==> src/rtl/ctr_nbit_updown.sv <==
// ctr_nbit_updown: WIDTH-bit up/down counter with programmable upper bound MAX.
// Wraps or saturates at the bounds, clamps loads to MAX, and raises a one-cycle
// registered pulse (ovf) on every wrap. Terminal count (tc) is combinational.

module ctr_nbit_updown #(
    parameter int unsigned      WIDTH = 4,
    parameter longint unsigned  MAX   = (64'd1 << WIDTH) - 64'd1
) (
    input  logic             clk,
    input  logic             rst,
    input  logic             en,
    input  logic             mode,
    input  logic             sat,
    input  logic             ld,
    input  logic [WIDTH-1:0] ld_val,
    output logic [WIDTH-1:0] r,
    output logic             tc,
    output logic             ovf
);

    localparam logic [WIDTH-1:0] MaxVal = WIDTH'(MAX);
    localparam logic [WIDTH-1:0] Zero   = '0;
    localparam logic [WIDTH-1:0] One    = WIDTH'(1);

    logic [WIDTH-1:0] r_q, r_d;
    logic             ovf_q, ovf_d;
    logic             at_max, at_zero;
    logic [WIDTH-1:0] ld_clamped;

    // Bound detection; >= keeps the counter inside 0..MAX even from a stray value.
    always_comb begin
        at_max     = (r_q >= MaxVal);
        at_zero    = (r_q == Zero);
        ld_clamped = (ld_val > MaxVal) ? MaxVal : ld_val;
    end

    // Next-state: ld beats en; the bound is tested explicitly so no reliance on
    // natural 2**WIDTH rollover when MAX is below the full range.
    always_comb begin
        r_d   = r_q;
        ovf_d = 1'b0;
        if (ld) begin
            r_d = ld_clamped;
        end else if (en) begin
            if (!mode) begin
                if (at_max) begin
                    if (sat) begin
                        r_d = MaxVal;
                    end else begin
                        r_d   = Zero;
                        ovf_d = 1'b1;
                    end
                end else begin
                    r_d = r_q + One;
                end
            end else begin
                if (at_zero) begin
                    if (sat) begin
                        r_d = Zero;
                    end else begin
                        r_d   = MaxVal;
                        ovf_d = 1'b1;
                    end
                end else begin
                    r_d = r_q - One;
                end
            end
        end
    end

    // State register with synchronous reset; reset also drops any pending wrap pulse.
    always_ff @(posedge clk) begin
        if (rst) begin
            r_q   <= Zero;
            ovf_q <= 1'b0;
        end else begin
            r_q   <= r_d;
            ovf_q <= ovf_d;
        end
    end

    // Outputs; tc follows mode immediately, independent of en.
    always_comb begin
        r   = r_q;
        ovf = ovf_q;
        tc  = mode ? at_zero : at_max;
    end

endmodule

==> config.mk <==
export PLATFORM = sky130hd
export DESIGN_NAME = ctr_nbit_updown
export DESIGN_NICKNAME = d
export VERILOG_FILES = /design/src/rtl/ctr_nbit_updown.sv
export SDC_FILE = /design/constraint.sdc
export NUM_CORES = 1
export LEC_CHECK = 0
export ABC_AREA = 0
export CORE_AREA = 8 8 45 47
export CTS_CLUSTER_SIZE = 8
export DETAILED_ROUTE_END_ITERATION = 10
export DIE_AREA = 0 0 53 55
export PLACE_DENSITY_LB_ADDON = 0.1
export SLEW_MARGIN = 0
export SYNTH_ARGS = -nofsm -noshare
export SYNTH_HDL_FRONTEND = slang
export SYNTH_SLANG_ARGS = --single-unit
==> constraint.sdc <==
create_clock -name clk -period 1.9 [get_ports clk]
set_input_delay 0.38 -clock clk [delete_from_list [all_inputs] [get_ports clk]]
set_output_delay 0.38 -clock clk [all_outputs]
set_load 0.05 [all_outputs]
==> metrics.txt, run 1 <==
Via density=5.41; drt pass-1 iters=4; clk sinks=5; Pint=279 µW; Hold Path Stages=2; H-tree depth=1; Reg2Reg Depth=7; critical path's slowest cell=clkdlybuf4s50_1; switch share=0.352; FF-to-FF Start=r[0]; Die H=55 µm; clock skew=3.16 ps; share of flip-flops with an asynchronous set or reset=0; combinational power share=0.419; critical path class=primary input to primary output; antenna violations before repair=0; Yosys top cell by area=dfxtp_1; CTS Buffer Depth=2; TNS Setup=0 ps; Root Buffer=clkbuf_4; port bufs=15; worst vdd ir=0.231 mV; yosys warns=0; Wirelength per Cell=14.0 µm; normalized max-slew margin=0.671; #FFs+latches synth=5; Hold EP=r[3]; total track usage=0.104; syn_nets=68; grt total ovfl=0; Mapped Area=459 µm²; setup slack at placement=2.12 ps; placed cell areas=652 µm²; clock-pin slew on the worst setup and hold paths=40 ps; Die W=53 µm; HP Class=flip-flop to flip-flop; Clock Power Share=0.280; CP Max Fanout=3; insertion delay to the later sink of the worst-skew pair=240 ps; Slew Viols, Final=0; Layout area overhead=51.5%; Reg power frac=0.301; most frequent cell after synthesis=inv_1; static leakage=0.297 nW; Worst Path Arrival=1480 ps; initial core utilization=0.332; via count=525; Max-Cap Viols=0; fmax=537 MHz; number of synthesized flops with an enable pin=0; Crit Reg-Reg Endpoint=r[0]; crit-path cells=clkdlybuf4s50_1 > and4b_1 > or2_4 > buf_6; first-pass GRT wire length=2240 µm; core area=1380 µm²; Synth Flop Type=dfxtp_1; Avg Inst Size Synth=8.20 µm²; DRC Markers=0; share of layout cells above drive strength 1=0.333; register area share after synthesis=0.218; Post-DRT Antenna Nets=0; top cells by area, synth=dfxtp_1 22%, inv_1 5.7%, ha_1 5.4%, buf_6 4.9%, a21oi_1 4.4%; distinct cell type count after synthesis=30; WL final=1360 µm; die area=2920 µm²; post-layout min period=1860 ps; Final period util=0.980; 1st-iter DRT viols=11; CTS tree=built; critical path data required time=1520 ps; Power Density=619 nW/µm²; Fill cells=159; Fin. Hold Viols=0; largest net degree at the start of global routing=12; P_sw=152 µW; share of the synthesized area in the top cell type=0.218; Syn Inst Count=56; Synth top cells by count=7 x inv_1, 5 x dfxtp_1, 5 x nor2_1; Top Ports=16; number of buffers created by CTS=3; DP Wirelength=1060 µm; Final nets=94; max incr delay on CP=480 ps; GP Congestion=0.702; hold_sp=r[3]; status=finished clean; Antenna diodes=0; worst slew pin tran=491 ps; startpoint types=primary input; number of global-route vias before repair=517; setup violators final=0; Power, Total=431 µW; Rows=14; RSZ-0062 raised after global routing=no; final worst slack=38.5 ps; post-route cell area=696 µm²; number of hold buffers added after cts=0; r2r setup slk=360 ps; crit end category=primary output
worst max path at each step:
stage,start,to,slack (ps)
2_1_floorplan,r[0],tc,140
3_3_place_gp,mode,tc,10
3_5_place_dp,mode,tc,2
4_1_cts,mode,tc,2
5_1_grt,r[0],tc,9
6_report,mode,tc,40
power by group through the flow:
stage | registers (mW) | logic, mW | clock network (mW)
after global placement | 0.133 | 0.171 | 0
after CTS | 0.128 | 0.179 | 0.126
after floorplan | 0.153 | 0.0867 | 0
final | 0.130 | 0.181 | 0.120
after detailed placement | 0.133 | 0.172 | 0
after global routing | 0.132 | 0.194 | 0.135
sequential cells by signal, summed over array words and instances (netlist names):
| signal | count |
|---|---|
| ovf | 1 |
| r | 4 |
cells by family after synthesis:
family	after synthesis	synth area share
AND/OR/NAND/NOR	19	0.270
AO/OA/AOI/OAI	18	0.297
buffers and inverters	10	0.117
multiplexers	2	0.0436
adder cells (fa/ha/maj)	2	0.0545
flip-flops	5	0.218
repair_timing:
| item | CTS | global route |
|---|---|---|
| endpoints found under the hold margin | 0 | 0 |
| gates resized for setup | 1 | 3 |
| buffers inserted | 1 | 0 |
| setup endpoints to repair | 1 | 1 |
layer usage:
layer / wire length (µm) / up-vias / global-route usage
li1: - / 258 / -
met1: 590 / 252 / 0.110
met2: 652 / 13 / 0.172
met3: 88 / 2 / 0.0187
met4: 27 / 0 / 0.103
met5: 0 / - / 0
area by class of cell:
cell class	count	area [µm²]	share of cell area
tap	16	20.0	0.0288
timing repair buffer	24	209	0.300
sequential	5	106	0.153
multi-input combinational	41	308	0.442
inverter	7	26.3	0.0378
clock buffer	4	26.3	0.0378
worst max-delay path: cells and delay by family:
family	cells	cell delay, ps
buffers and inverters	2	630
and+or+nand+nor	2	470
metrics by stage:
step / std cells / hold WS (ps) / util
after floorplan: 56 / 445 / -
after global placement: 92 / 611 / 0.471
after detailed placement: 92 / 612 / 0.471
after CTS: 97 / 610 / 0.497
after global routing: 97 / 664 / 0.503
final: 97 / 609 / 0.503
cell usage in the layout (no fill, tap or decap), drive strengths merged, types with 2 or more instances in the layout:
master,instances
buf,14
clkdlybuf4s50,10
inv,7
nor2,5
dfxtp,5
a21oi,4
clkbuf,4
o21ai,3
or2,3
nand2,2
nand3,2
a41oi,2
nand2b,2
a311oi,2
mux2i,2
and4bb,2
ha,2
Note: power is estimated with default switching activity, not from simulation.
==> run 2: changes to the inputs <==
==> constraint.sdc (replaced) <==
create_clock -name clk -period 2.3 [get_ports clk]
set_input_delay 0.46 -clock clk [delete_from_list [all_inputs] [get_ports clk]]
set_output_delay 0.46 -clock clk [all_outputs]
set_load 0.05 [all_outputs]
==> run 2 against run 1 <==
Flip-flop and latch count unchanged; sequential share of layout area is 0.16 points higher; power decreased by 22%; via count down 11%; cell count fell by 6.2%; core utilization fell by 3.4 points; clock-buffer cell count unchanged; wire length shrank 16%; register-to-register slack improved by 330 ps; clock skew decreased by 1.5 ps; largest power group unchanged.
==> metrics.txt, run 2 (synthesized netlist as in run 1, its figures left out) <==
worst vdd ir=0.194 mV (-16%); CTS tree=built; Fin. Hold Viols=0 (unchanged); normalized max-slew margin=0.669 (-0.00220); initial core utilization=0.332 (unchanged); core area=1380 µm² (unchanged); worst slew pin tran=495 ps (+3.29 ps); worst path buffer plus inverter count=2 (unchanged); Die W=53 µm (unchanged); grt total ovfl=0 (unchanged); WL final=1140 µm (-16%); r2r setup slk=690 ps (+330 ps); number of global-route vias before repair=480 (-7.2%); Final nets=88 (-6.4%); Top Ports=16 (unchanged); DRC Markers=0 (unchanged); CP Max Fanout=5 (+2); number of buffers created by CTS=3 (unchanged); crit path to=tc; CP Depth=5 (+1); crit path launch=r[0]; post-layout min period=2120 ps; first-pass GRT wire length=1980 µm (-12%); Die H=55 µm (unchanged); insertion delay to the later sink of the worst-skew pair=230 ps (about the same); port bufs=15 (unchanged); Reg2Reg Depth=6 (-1); most frequent cells in the layout=14 x clkdlybuf4s50_1, 7 x inv_1, 5 x nor2_1, 5 x dfxtp_1; critical path's slowest cell=dfxtp_1; Layout area overhead=41.1%; die area=2920 µm² (unchanged); crit end category=primary output; max incr delay on CP=350 ps (-130 ps); DP Wirelength=916 µm (-13%); H-tree depth=1 (unchanged); drt pass-1 iters=4 (unchanged); setup bufs post-CTS=0 (-1); number of hold buffers added after cts=0 (unchanged); Max-Cap Viols=0 (unchanged); Hold Path Stages=2 (unchanged); post-route cell area=648 µm² (-6.8%); startpoint types=flip-flop; Power Density=517 nW/µm² (-16%); Final period util=0.923; Antenna diodes=0 (unchanged); RSZ-0062 raised after global routing=no; placed cell areas=622 µm² (-4.6%); HP Class=flip-flop to flip-flop; GP Congestion=0.740 (+5.4%); setup violators final=0 (unchanged); total track usage=0.0874 (-0.0170); Rows=14 (unchanged); critical path data required time=1840 ps (+320 ps); FF-to-FF Start=r[1]; Via density=5.13 (-5.2%); fmax=471 MHz; clk sinks=5 (unchanged); clock skew=1.64 ps (-1.52 ps); CP most frequent cell=buf_4; crit-path cells=buf_4 > ha_1 > and4b_1 > or2_4 > buf_4; Root Buffer=clkbuf_4; Post-DRT Antenna Nets=0 (unchanged); 1st-iter DRT viols=8 (-3); TNS Setup=0 ps (unchanged); critical path class=flip-flop to primary output; status=finished clean; largest net degree at the start of global routing=12 (unchanged); delay-heaviest family, CP=simple AND/OR/NAND/NOR gates; antenna violations before repair=0 (unchanged); share of layout cells above drive strength 1=0.173 (-0.160); static leakage=0.261 nW (-12%); Slew Viols, Final=0 (unchanged); Crit Reg-Reg Endpoint=r[0]; Wirelength per Cell=12.6 µm (-10%); Worst Path Arrival=1660 ps (+180 ps); clock-pin slew on the worst setup and hold paths=40 ps (about the same); CTS Buffer Depth=2 (unchanged); max reg flops=4 (unchanged); CTS resizes=0 (-1); commonest non-fill, non-tap cell in the layout=clkdlybuf4s50_1; via count=467 (-11%)
-- run 2: metal layers --
layer | vias up | global-route usage | wire length (µm) | share of wire
met5 | - | 0 | 0 | 0
met4 | 0 | 0.0776 | 27 | 0.024
met3 | 2 | 0.0214 | 93 | 0.081
met2 | 15 | 0.125 | 452 | 0.40
met1 | 203 | 0.106 | 570 | 0.50
li1 | 247 | - | - | -
-- run 2: how the worst min path moves through the flow --
stage | slack [ps] | start | endpoint
3_3_place_gp | 620 | r[3] | r[3]
6_report | 620 | r[3] | r[3]
4_1_cts | 620 | r[3] | r[3]
2_1_floorplan | 530 | rst | r[1]
5_1_grt | 660 | r[0] | r[0]
3_5_place_dp | 620 | r[3] | r[3]
-- run 2: cell type report --
type                    instances  area, µm²
clock buffers                   4       26.3
fillers                       152        736
inverters                       7       26.3
multi-input cells              41        305
flip-flops and latches          5        100
well taps                      16       20.0
repair buffers                 18        170
-- run 2: stage by stage --
stage,worst slack [ps],hold WS [ps],cells,util,power (mW)
finish,176,616,91,0.468,0.335
global placement,219,623,87,0.449,0.242
detailed placement,211,617,87,0.449,0.241
CTS,153,623,91,0.468,0.341
global route,91.1,664,91,0.468,0.359
floorplan,232,533,56,-,0.197
-- run 2: where the power goes --
group          internal [mW]  switching (mW)
sequential            0.0936          0.0136
clock                 0.0653          0.0313
combinational         0.0613          0.0701
-- run 2: tightest hold or removal path, delay by kind of cell (launching register included) --
family	cells	cell delay [ps]
flip-flops	1	390
AO/OA/AOI/OAI	1	80
AND/OR/NAND/NOR	1	100
==> edit 1 (config.mk and constraints of run 1) <==
Register the output `ovf`; this adds one clock of latency there. The other outputs are not delayed to match. Comments in the files are not updated.
--- a/src/rtl/ctr_nbit_updown.sv
+++ b/src/rtl/ctr_nbit_updown.sv
@@ -21,6 +21,8 @@
     localparam logic [WIDTH-1:0] MaxVal = WIDTH'(MAX);
     localparam logic [WIDTH-1:0] Zero   = '0;
     localparam logic [WIDTH-1:0] One    = WIDTH'(1);
+
+    logic ovf_c;
 
     logic [WIDTH-1:0] r_q, r_d;
     logic             ovf_q, ovf_d;
@@ -82,8 +84,12 @@
     // Outputs; tc follows mode immediately, independent of en.
     always_comb begin
         r   = r_q;
-        ovf = ovf_q;
+        ovf_c = ovf_q;
         tc  = mode ? at_zero : at_max;
+    end
+
+    always_ff @(posedge clk) begin
+        ovf <= ovf_c;
     end
 
 endmodule
Behaviour: not the same (a bounded check fails within 4 cycles, from zero or initial values and one cycle with rst high).
==> edit 1 against run 1 <==
Area after synthesis is 2.7% higher; worst setup slack better by 0.0016 ns; sequential cell count is 1 higher; sequential power grew 14%; first-iteration DRC count is 82% lower; design area is 2.7% higher; power increased by 3.2%; routed wire length decreased by 3.8%; clock skew fell by 0.0027 ns.
==> edit 1: results (changes against run 1) <==
syn_inst: 60  # +7.1%
postSynthNetCount: 72  # +5.9%
globalRouteMet2Util_pct: 14.6  # -2.5 points
worst_hold_startpoint: "ovf_c"
power.ir.vdd_worst_mv: 0.327  # +42%
pwr_density_cell_nw_per_um2: 622  # +0.44%
slew-limit-headroom_pct: 67.1  # about the same
postLayoutSetupSlackWorst_ns: 0.0401  # +0.00160 ns
reg2reg_slack_ns: 0.19  # -0.17 ns
status: "completed"
grt_start_max_net_pins: 14  # +2
via_per_inst: 5.33  # -1.5%
synth_common_cells: "dfxtp_1 (6), nor2_1 (6), a21oi_1 (5), nand2b_1 (3), nor3_1 (3)"
synth_sequential_area_ratio_pct: 25.5  # +3.7 points
grt_first_pass_wirelength_mm: 2.13  # -5.2%
power.leakage_nw: 0.292  # -1.8%
synth_cell_types: 34  # +13%
grt_usage_pct: 10.4  # -0.011 points
netlist_top_cells_area: "dfxtp_1 (25%), a21oi_1 (5.3%), ha_1 (5.3%)"
routed_wire_length_per_instance_microns: 13.5  # -3.8%
detailedPlace.worstSlack_ns: -0.0324  # -0.0346 ns
first_pass_iters: 2  # -2
drt_iter0_drc: 2  # -9
nNetsFinal: 95  # +1.1%
cell_internal_pwr_mw: 0.286  # +2.4%
placedInstanceArea_sq_um: 659  # +1.2%
timing.critical_path.fanout_max: 2  # -1
grt_pass1_vias: 499  # -3.5%
skew_ns: 0.000427  # -0.00273 ns
-- edit 1: cell count changes after synthesis, sizes merged, moves of 2 or more --
cell and change:
inv -3, nor3 +2, and4bb -2, or2 -3, a41oi -2
-- edit 1: routing by layer --
| layer | wire, microns | share of wire (%) |
|---|---|---|
| met1 | 602 | 46 |
| met2 | 557 | 43 |
| met3 | 113 | 8.6 |
| met4 | 34 | 2.6 |
| met5 | 0 | 0 |
-- edit 1: repair_timing --
item                                    CTS  global route
setup buffers                             1             0
endpoints found under the setup margin    1             1
resized for setup                         1             6
hold buffers                              0             0
gates cloned                              0             0
-- edit 1: cell families (layout without fill, tap and decap cells) --
family / Yosys count / in the layout / synth area share [%]
AND/OR/NAND/NOR: 24 / 24 / 29.4
buffers and inverters: 8 / 29 / 6.90
multiplexers: 3 / 3 / 6.63
adder cells (fa/ha/maj): 2 / 2 / 5.30
flip-flops: 6 / 6 / 25.5
AO/OA/AOI/OAI: 17 / 17 / 26.3
-- edit 1: final cells by class --
cell class / count / area [sq um]
clock buffers: 3 / 22.5
fillers: 140 / 669
inverters: 4 / 15.0
multi-input cells: 46 / 338
flip-flops and latches: 6 / 125
well taps: 16 / 20.0
repair buffers: 22 / 194
-- edit 1: worst paths after layout --
kind / depth (start not counted) / endpoint
worst min-delay path: 0 / ovf
worst min register to register: 0 / ovf
worst max register to register: 6 / r[1]
worst max-delay path: 5 / tc
-- edit 1: power groups by stage --
| stage | Sequential, mW | Clock (mW) | Combinational (mW) |
|---|---|---|---|
| finish | 0.148 | 0.123 | 0.173 |
| global route | 0.150 | 0.141 | 0.188 |
| CTS | 0.149 | 0.130 | 0.168 |
| detailed placement | 0.151 | 0 | 0.162 |
| global placement | 0.151 | 0 | 0.163 |
| floorplan | 0.170 | 0 | 0.0797 |
==> edit 2 (config.mk and constraints of run 1) <==
Made on the original files. Set the parameter `WIDTH` to 3 (it was 4).
--- a/src/rtl/ctr_nbit_updown.sv
+++ b/src/rtl/ctr_nbit_updown.sv
@@ -3,7 +3,7 @@
 // registered pulse (ovf) on every wrap. Terminal count (tc) is combinational.
 
 module ctr_nbit_updown #(
-    parameter int unsigned      WIDTH = 4,
+    parameter int unsigned      WIDTH = 3,
     parameter longint unsigned  MAX   = (64'd1 << WIDTH) - 64'd1
 ) (
     input  logic             clk,
Interface: changed (resized ld_val and r); port bits go from 16 to 14. The function was not compared with the original's and may differ.
==> edit 2 against run 1 <==
First-iteration DRC count is 100% lower; worst hold slack better by 0.12 ns; design area is 15% lower; clock power is 9% lower; routed wire length is 24% lower; worst setup slack better by 0.059 ns; power is 16% lower; sequential cell count is 1 lower; register-to-register slack worse by 0.15 ns; combinational power is 15% lower; area after synthesis is 22% lower.
==> edit 2: results (changes against run 1) <==
clk-insertion-delay-late_ns: 0.24  # about the same
wl_mm: 1.03  # -24%
cts_root_buffer: "clkbuf_4"
tritoncts_buffer_count: 3  # unchanged
numPlacedInstances: 70  # -24%
holdCritPathClass: "flop to flop"
cts_resized: 1  # unchanged
layout.filler_cells: 141  # -11%
route.vias.total: 357  # -32%
globalRouteMet2Util_pct: 14.1  # -3.1 points
dr_wl_met3_microns: 85  # -3.4%
skew_ns: 0.00863  # +0.00548 ns
place_congestion: 0.704  # +0.26%
netlist_top_cells_area: "dfxtp_1 (22%), ha_1 (14%), a2111oi_2 (8.4%)"
drive_above_1_share_pct: 35.1  # +1.8 points
synth.avg_cell_area_sq_um: 9.38  # +14%
postSynthNetCount: 51  # -25%
timing.critical_path.fanout_max: 6  # +3
async_reset_ff_share_pct: 0  # unchanged
drt_iter0_drc: 0  # -11
grt_usage_pct: 8.73  # -1.7 points
hpwl_microns: 825  # -22%
synth_flop_cell: "dfxtp_1"
grt.met1_usage_pct: 8.64  # -2.3 points
status: "completed"
path_clk_slew_ns: 0.03
worst_ep_arrival_ns: 1.42  # -0.06 ns
wl_met1_microns: 418  # -29%
first_pass_iters: 1  # -3
power.leakage_nw: 0.241  # -19%
power.ir.vdd_worst_mv: 0.347  # +50%
cts_setup_buffers: 0  # -1
antenna_cells: 0  # unchanged
number_of_buffers_inserted_by_port_buffering: 13  # -2
highest_layer: "met4"
synth_cell_types: 20  # -33%
antenna_found_initial: 0  # unchanged
ys.warnings.count: 0  # unchanged
grt_start_max_net_pins: 9  # -3
routed-wl-met2_microns: 524  # -20%
global_route.usage.met3_pct: 6.68  # +4.8 points
largest_reg_flops: 3  # -1
timing_worst_slew_pin_value_ns: 0.498  # +0.00662 ns
post_cts_hold_buffer_count: 0  # unchanged
ctsLongestPathBuffers: 2  # unchanged
grt_first_pass_wirelength_mm: 1.82  # -19%
synth_sequential_area_ratio_pct: 22.5  # +0.66 points
grt_pass1_vias: 414  # -20%
final-instance-count-excl-fill: 73  # -25%
nNetsFinal: 72  # -23%
synth_common_cells: "dfxtp_1 (4), ha_1 (4), nor2b_1 (4)"
htree_num_levels: 1  # unchanged
## edit 2: cell count changes in the layout (fill, tap and decap cells not counted), moves of 3 or more
cell / change
a21oi_1: -3
nor3_1: +3
nor2b_1: +4
nor2_1: -4
inv_1: -4
buf_4: -7
## edit 2: area by class of cell
type / instances / area share (%)
Multi-Input combinational cell: 31 / 50.0
Tap cell: 16 / 3.40
Inverter: 3 / 1.91
Sequential cell: 4 / 14.5
Clock buffer: 3 / 3.83
Timing Repair Buffer: 16 / 26.4
## edit 2: power breakdown
part | total (mW) | internal (mW) | switching (mW)
Clock | 0.109 | 0.0709 | 0.0385
Combinational | 0.153 | 0.0693 | 0.0840
Sequential | 0.0980 | 0.0909 | 0.00707
Total | 0.361 | 0.231 | 0.130
## edit 2: cell families after synthesis
logic type / Yosys count / synth area share, %
compound gates: 11 / 31.9
fa+ha+maj: 4 / 14.0
buf+inv: 3 / 3.16
flops: 4 / 22.5
simple gates: 16 / 28.4
## edit 2: worst paths after layout
kind / cells after the start / start / to / slack [ns]
worst min register to register: 2 / r[1] / r[1] / 0.73
worst max-delay path: 5 / r[1] / tc / 0.1
worst max register to register: 5 / r[1] / r[1] / 0.21
worst min-delay path: 2 / r[1] / r[1] / 0.73
## edit 2: stage by stage
step	setup slack (ns)	util [%]	power, mW	cell area, sq um
6_report	0.0971	42.5	0.361	588
3_3_place_gp	0.0160	39.4	0.248	546
4_1_cts	0.0121	41.5	0.364	574
2_1_floorplan	0.00626	-	0.186	370
3_5_place_dp	-0.0369	39.4	0.250	546
5_1_grt	0.0160	42.5	0.390	588
## edit 2: worst max-delay path, cell delays in order (launching register included)
cell and delay [ns]:
dfxtp_4 0.36, ha_1 0.18, ha_2 0.21, a31oi_4 0.20, o21ai_4 0.08, buf_12 0.15
